[config.mk]
export PLATFORM = sky130hd
export DESIGN_NAME = xor_share_arb
export DESIGN_NICKNAME = d
export VERILOG_FILES = /design/src/rtl/xor_share_arb_pkg.sv /design/src/rtl/xsa_rr_pick.sv /design/src/rtl/xor_share_arb.sv
export SDC_FILE = /design/constraint.sdc
export NUM_CORES = 1
export LEC_CHECK = 0
export ABC_AREA = 1
export BUFFER_PORTS_ARGS = -buffer_cell sky130_fd_sc_hd__buf_2
export CORE_MARGIN = 4
export CORE_UTILIZATION = 30
export DETAILED_ROUTE_END_ITERATION = 10
export GPL_TIMING_DRIVEN = 0
export HOLD_SLACK_MARGIN = 0.06
export PLACE_DENSITY = 0.53
export SYNTH_ARGS = -nofsm -noshare
export SYNTH_HDL_FRONTEND = slang
export SYNTH_HIERARCHICAL = 1
export SYNTH_SLANG_ARGS = --single-unit
[constraint.sdc]
create_clock -name clk -period 2.3 [get_ports clk]
set_input_delay 0.23 -clock clk [delete_from_list [all_inputs] [get_ports clk]]
set_output_delay 0.23 -clock clk [all_outputs]
set_load 0.03 [all_outputs]
[src/rtl/xor_share_arb_pkg.sv]
// Shared types and helpers for the xor_share_arb round-robin XOR sequencer.
package xor_share_arb_pkg;

    typedef enum logic [1:0] {IDLE, EXEC, DONE} xsa_state_t;

    localparam int STALL_CNT_W = 16;

    function automatic int xsa_id_w(input int nreq);
        return (nreq > 1) ? $clog2(nreq) : 1;
    endfunction

endpackage

[src/rtl/xsa_rr_pick.sv]
// Combinational round-robin picker: first set request bit at or above ptr, wrapping to 0.
module xsa_rr_pick
    import xor_share_arb_pkg::*;
#(
    parameter int NREQ = 4,
    localparam int IDW = xsa_id_w(NREQ)
) (
    input  logic [NREQ-1:0] req,
    input  logic [IDW-1:0]  ptr,
    output logic            any,
    output logic [NREQ-1:0] grant,
    output logic [IDW-1:0]  idx
);

    // Two passes: indices at/above ptr first, then the wrapped-around ones below ptr.
    always_comb begin
        any   = 1'b0;
        grant = '0;
        idx   = '0;
        for (int unsigned j = 0; j < NREQ; j++) begin
            if (!any && req[j] && (j >= 32'(ptr))) begin
                any      = 1'b1;
                grant[j] = 1'b1;
                idx      = IDW'(j);
            end
        end
        for (int unsigned j = 0; j < NREQ; j++) begin
            if (!any && req[j] && (j < 32'(ptr))) begin
                any      = 1'b1;
                grant[j] = 1'b1;
                idx      = IDW'(j);
            end
        end
    end

endmodule

[src/rtl/xor_share_arb.sv]
// Round-robin arbiter sharing one registered XOR stage among NREQ requesters.
// Optional stall counter output enabled by defining XOR_SHARE_ARB_STALL_CNT_EN.
module xor_share_arb
    import xor_share_arb_pkg::*;
#(
    parameter int NREQ = 4,
    parameter int W    = 8,
    localparam int IDW = xsa_id_w(NREQ)
) (
    input  logic              clk,
    input  logic              rst,
    input  logic [NREQ-1:0]   req_valid,
    input  logic [NREQ*W-1:0] req_a,
    input  logic [NREQ*W-1:0] req_b,
    output logic [NREQ-1:0]   req_ready,
    output logic              res_valid,
    output logic [W-1:0]      res_data,
    output logic [IDW-1:0]    res_id,
    input  logic              res_ready,
    output logic              busy
`ifdef XOR_SHARE_ARB_STALL_CNT_EN
    ,
    output logic [STALL_CNT_W-1:0] stall_cnt
`endif
);

    xsa_state_t      state, next;
    logic [IDW-1:0]  ptr;
    logic [IDW-1:0]  id_q;
    logic [W-1:0]    a_q, b_q;
    logic [W-1:0]    sel_a, sel_b;
    logic            any;
    logic [NREQ-1:0] grant;
    logic [IDW-1:0]  idx;

    xsa_rr_pick #(.NREQ(NREQ)) u_pick (
        .req   (req_valid),
        .ptr   (ptr),
        .any   (any),
        .grant (grant),
        .idx   (idx)
    );

    always_comb begin
        sel_a = '0;
        sel_b = '0;
        for (int unsigned i = 0; i < NREQ; i++) begin
            if (grant[i]) begin
                sel_a = req_a[i*W +: W];
                sel_b = req_b[i*W +: W];
            end
        end
    end

    always_comb begin
        next      = state;
        req_ready = '0;
        case (state)
            IDLE: begin
                if (any) begin
                    req_ready = grant;
                    next      = EXEC;
                end
            end
            EXEC:    next = DONE;
            DONE:    if (res_ready) next = IDLE;
            default: next = IDLE;
        endcase
        if (rst) req_ready = '0;
    end

    assign res_valid = (state == DONE);
    assign busy      = (state != IDLE);

    always_ff @(posedge clk) begin
        if (rst) begin
            state    <= IDLE;
            ptr      <= '0;
            id_q     <= '0;
            a_q      <= '0;
            b_q      <= '0;
            res_data <= '0;
            res_id   <= '0;
        end else begin
            state <= next;
            case (state)
                IDLE: begin
                    if (any) begin
                        a_q  <= sel_a;
                        b_q  <= sel_b;
                        id_q <= idx;
                    end
                end
                EXEC: begin
                    res_data <= a_q ^ b_q;
                    res_id   <= id_q;
                end
                DONE: begin
                    if (res_ready)
                        ptr <= (id_q == IDW'(NREQ - 1)) ? '0 : id_q + 1'b1;
                end
                default: ;
            endcase
        end
    end

`ifdef XOR_SHARE_ARB_STALL_CNT_EN
    always_ff @(posedge clk) begin
        if (rst)
            stall_cnt <= '0;
        else if ((state == DONE) && !res_ready && (stall_cnt != '1))
            stall_cnt <= stall_cnt + 1'b1;
    end
`endif

endmodule

==> impl_summary.txt <==
----------------------------------------------------
[GRT]
  Overflow left after global routing ... 0
  Wire length of the first global-routing pass ... 9580 um
  Number of global-route vias before repair ... 2156
  Initial antenna violation count ... 0
  Overall Global Routing Usage ... 13.9%
  Largest net degree at the start of global routing ... 11

[Routing]
  Routed vias ... 2210
  DRC violation count after routing ... 0
  Detailed-router iteration count before antenna repair ... 4
  Average detailed-routed wire length per instance ... 11.2 um
  Via-to-Cell Ratio ... 4.32
  Number of routed nets with antenna violations ... 0
  Routed wire length ... 5750 um
  Iteration-0 DRC count of the detailed router ... 60

[Floorplan]
  Core area ... 6790 um^2
  Die height ... 91.7 um
  Number of primary I/O pins ... 87
  Width of the die ... 91.7 um
  Initial Util ... 30.9%
  Total die area ... 8410 um^2
  Std-Cell Rows ... 30

[Worst setup path]
  Required time of the critical path ... 2.07 ns
  Critical register-to-register path startpoint ... ptr[0]
  Destination of the worst register-to-register timing path ... a_q[2]
  R2r setup slk ... 0.54 ns
  Slowest library cell on the worst path ... sky130_fd_sc_hd__dfxtp_2
  Register-to-Register Path Depth ... 15
  Critical Path Max Stage Delay ... 0.34 ns
  Startpoint-to-endpoint class of the critical path ... register to output pin
  Max Fanout on Critical Path ... 10
  Element type at the critical path start ... register
  Cell-by-cell listing of the critical path ... nor2_1, nand2_1, nand2_2, nor2_4, nand4_2, nand2_1, buf_6, inv_2, buf_4, nor2_1, buf_4
  Kind of end point of the critical path ... output pin
  Arrival time of data at the critical path endpoint ... 1.91 ns

[STA]
  Slew at the pin closest to its max-slew limit ... 0.314 ns
  Final number of hold-violating endpoints ... 0
  Setup repair after global routing missed its margin ... false
  Highest clock rate ... 0.468 GHz
  Post-route setup slack ... 0.162 ns
  Tightest slew margin relative to the limit ... 79.1%
  Final critical delay including setup and external delays ... 2.14 ns
  Pins Over Slew Limit ... 0
  Fin Clk Skew ... 0.00450 ns
  Post-route clock period utilization ... 93.0%
  Final count of negative-setup-slack endpoints ... 0
  Total negative slack ... 0 ns

[Clock network]
  Htree depth ... 2
  Root Driver ... sky130_fd_sc_hd__clkbuf_8
  Total clock buffers created by CTS ... 5
  Max Buffers Root-to-Sink ... 2
  Cts hold-fix bufs ... 0
  Insertion delay to the later sink of the worst-skew pair ... 0.29 ns
  CTS tree ... built
  Number of clock sinks ... 32
  Worst-path clk slew ... 0.06 ns
  Post-CTS setup repair buffer count ... 0

[Synth]
  Yosys warns ... 6
  Cell type contributing the most total cell area after synthesis ... sky130_fd_sc_hd__dfxtp_1
  Library cells used by synthesis ... 26
  Portion of the post-synthesis area used by sequential elements ... 30.5%
  Number of instances in the synthesized netlist ... 323
  Synthesized netlist net count ... 395
  Cell Area, Synth ... 2100 um^2
  Seq cells post-synth ... 32
  Mean instance size in the synthesized netlist ... 6.50 um^2
  Top cells by area in the synthesized netlist ... sky130_fd_sc_hd__dfxtp_1 (30%), sky130_fd_sc_hd__nand2_1 (20%), sky130_fd_sc_hd__nor2_1 (8.4%)
  Yosys top cell area share ... 30.5%

[Hold path]
  Startpoint of the worst hold path ... rst
  Min-Delay Path Depth ... 2
  Class of the worst hold path ... primary input to register
  End of the worst hold path ... state[0]

[Cells and area]
  Antenna fix cells ... 0
  Count of fill cells added during filler insertion ... 804
  Area growth from synthesis to final layout ... 31.3%
  Area of combinational cells with multiple inputs ... 1230 um^2
  Commonest non-fill, non-tap cells in the layout ... sky130_fd_sc_hd__nand2_1 (112), sky130_fd_sc_hd__buf_2 (89), sky130_fd_sc_hd__nor2_1 (47), sky130_fd_sc_hd__a21oi_1 (33), sky130_fd_sc_hd__dfxtp_1 (30)
  Fraction of layout cells with a size suffix above 1 ... 35.1%
  Area taken by flip-flops and latches ... 643 um^2
  Most common cell after layout, fill and taps aside ... sky130_fd_sc_hd__nand2_1
  Nets@finish ... 488

[Placed design]
  Final GP Congestion ... 0.731
  Post-Place Worst Slack ... 0.343 ns
  Half-perimeter wire length of the detailed placement result ... 4730 um
  Count of input and output buffers ... 86

[Power]
  Leak Pwr ... 1.42 nW
  Maximum VDD drop ... 0.000185 V
  Cell area power density ... 597 nW/um^2
  Pwr Total ... 0.00165 W

[Run]
  Max-capacitance violation count ... 0

[Run status]
  Result of the run ... completed

----------------------------------------------------
==> synth_stat cells <==
| cell type | count |
|---|---|
| sky130_fd_sc_hd__nand2_1 | 112 |
| sky130_fd_sc_hd__nor2_1 | 47 |
| sky130_fd_sc_hd__a21oi_1 | 33 |
| sky130_fd_sc_hd__dfxtp_1 | 32 |
| sky130_fd_sc_hd__inv_1 | 14 |
| sky130_fd_sc_hd__a21oi_2 | 10 |
| sky130_fd_sc_hd__nand3_1 | 10 |
| sky130_fd_sc_hd__nand3_2 | 10 |
| sky130_fd_sc_hd__o21ai_0 | 10 |
| sky130_fd_sc_hd__xnor2_1 | 8 |
| sky130_fd_sc_hd__buf_4 | 7 |
| sky130_fd_sc_hd__buf_2 | 5 |
| sky130_fd_sc_hd__buf_6 | 4 |
| sky130_fd_sc_hd__inv_2 | 4 |
| sky130_fd_sc_hd__nand2_2 | 3 |
| sky130_fd_sc_hd__o21ai_1 | 3 |
| sky130_fd_sc_hd__nor2_4 | 2 |
| sky130_fd_sc_hd__buf_12 | 1 |
| sky130_fd_sc_hd__clkbuf_1 | 1 |
| sky130_fd_sc_hd__clkinv_4 | 1 |
| sky130_fd_sc_hd__ha_1 | 1 |
| sky130_fd_sc_hd__inv_4 | 1 |
| sky130_fd_sc_hd__nand3_4 | 1 |
| sky130_fd_sc_hd__nand4_1 | 1 |
| sky130_fd_sc_hd__nand4_2 | 1 |
| sky130_fd_sc_hd__nor2_2 | 1 |
==> area by class of cell <==
cell class | instances | share of cell area [%]
multi-input cells | 253 | 44.6
flip-flops and latches | 32 | 23.3
inverters | 20 | 2.99
plain buffers | 18 | 5.53
repair buffers | 86 | 15.7
clock buffers | 7 | 3.49
well taps | 96 | 4.35
==> how the worst max path moves through the flow <==
| stage | start | cells after the start | slack (ns) | end |
|---|---|---|---|---|
| 2_1_floorplan | ptr[1] | 10 | 0.44 | req_ready[2] |
| 3_3_place_gp | ptr[1] | 11 | 0.39 | req_ready[2] |
| 3_5_place_dp | ptr[1] | 11 | 0.34 | req_ready[2] |
| 4_1_cts | ptr[1] | 11 | 0.02 | req_ready[2] |
| 5_1_grt | ptr[0] | 10 | 0.004 | req_ready[0] |
| 6_report | ptr[0] | 11 | 0.16 | req_ready[2] |
==> timing repair <==
action / in CTS / in global routing
gates resized for setup: 0 / 7
setup endpoints to repair: 0 / 2
endpoints found under the hold margin: 0 / 0
==> critical path, delay by kind of cell (launching register included) <==
kind	cells	cell delay [ns]
buffers and inverters	4	0.55
DFF	1	0.34
and+or+nand+nor	7	0.72
==> layer usage <==
| metal | vias up | global-route usage (%) | wire (um) |
|---|---|---|---|
| li1 | 1205 | - | - |
| met1 | 935 | 17.1 | 2670 |
| met2 | 64 | 23.2 | 2570 |
| met3 | 6 | 5.50 | 466 |
| met4 | 0 | 2.26 | 46 |
| met5 | - | 0 | 0 |
==> sequential cells by signal, summed over array words and instances (netlist names) <==
signal and flops:
a_q 8, b_q 8, res_data 8, ptr 2, id_q 2, res_id 2, state 2
==> report_power, final <==
part / switching, W / leakage (nW) / total [W] / internal [W]
clock: 0.000198 / 0.0503 / 0.000465 / 0.000266
sequential: 0.0000366 / 0.264 / 0.000650 / 0.000614
combinational: 0.000317 / 1.11 / 0.000531 / 0.000214
total: 0.000552 / 1.42 / 0.00165 / 0.00109
==> stage by stage <==
stage          hold slack, ns  util (%)  cell area, um^2  instances
2_1_floorplan           0.314         -             2100        323
3_3_place_gp            0.467      39.0             2650        505
3_5_place_dp            0.471      39.0             2650        505
4_1_cts                 0.179      40.4             2750        512
5_1_grt                 0.185      40.6             2760        512
6_report                0.178      40.6             2760        512
==> logic make-up after synthesis <==
family          Yosys count  share of synthesized area (%)
simple gates            188                           39.5
flops                    32                           30.5
xor+xnor                  8                           3.34
compound gates           56                           15.1
fa+ha+maj                 1                          0.595
buf+inv                  38                           10.9
No activity file was read; power rests on OpenSTA's default activity.
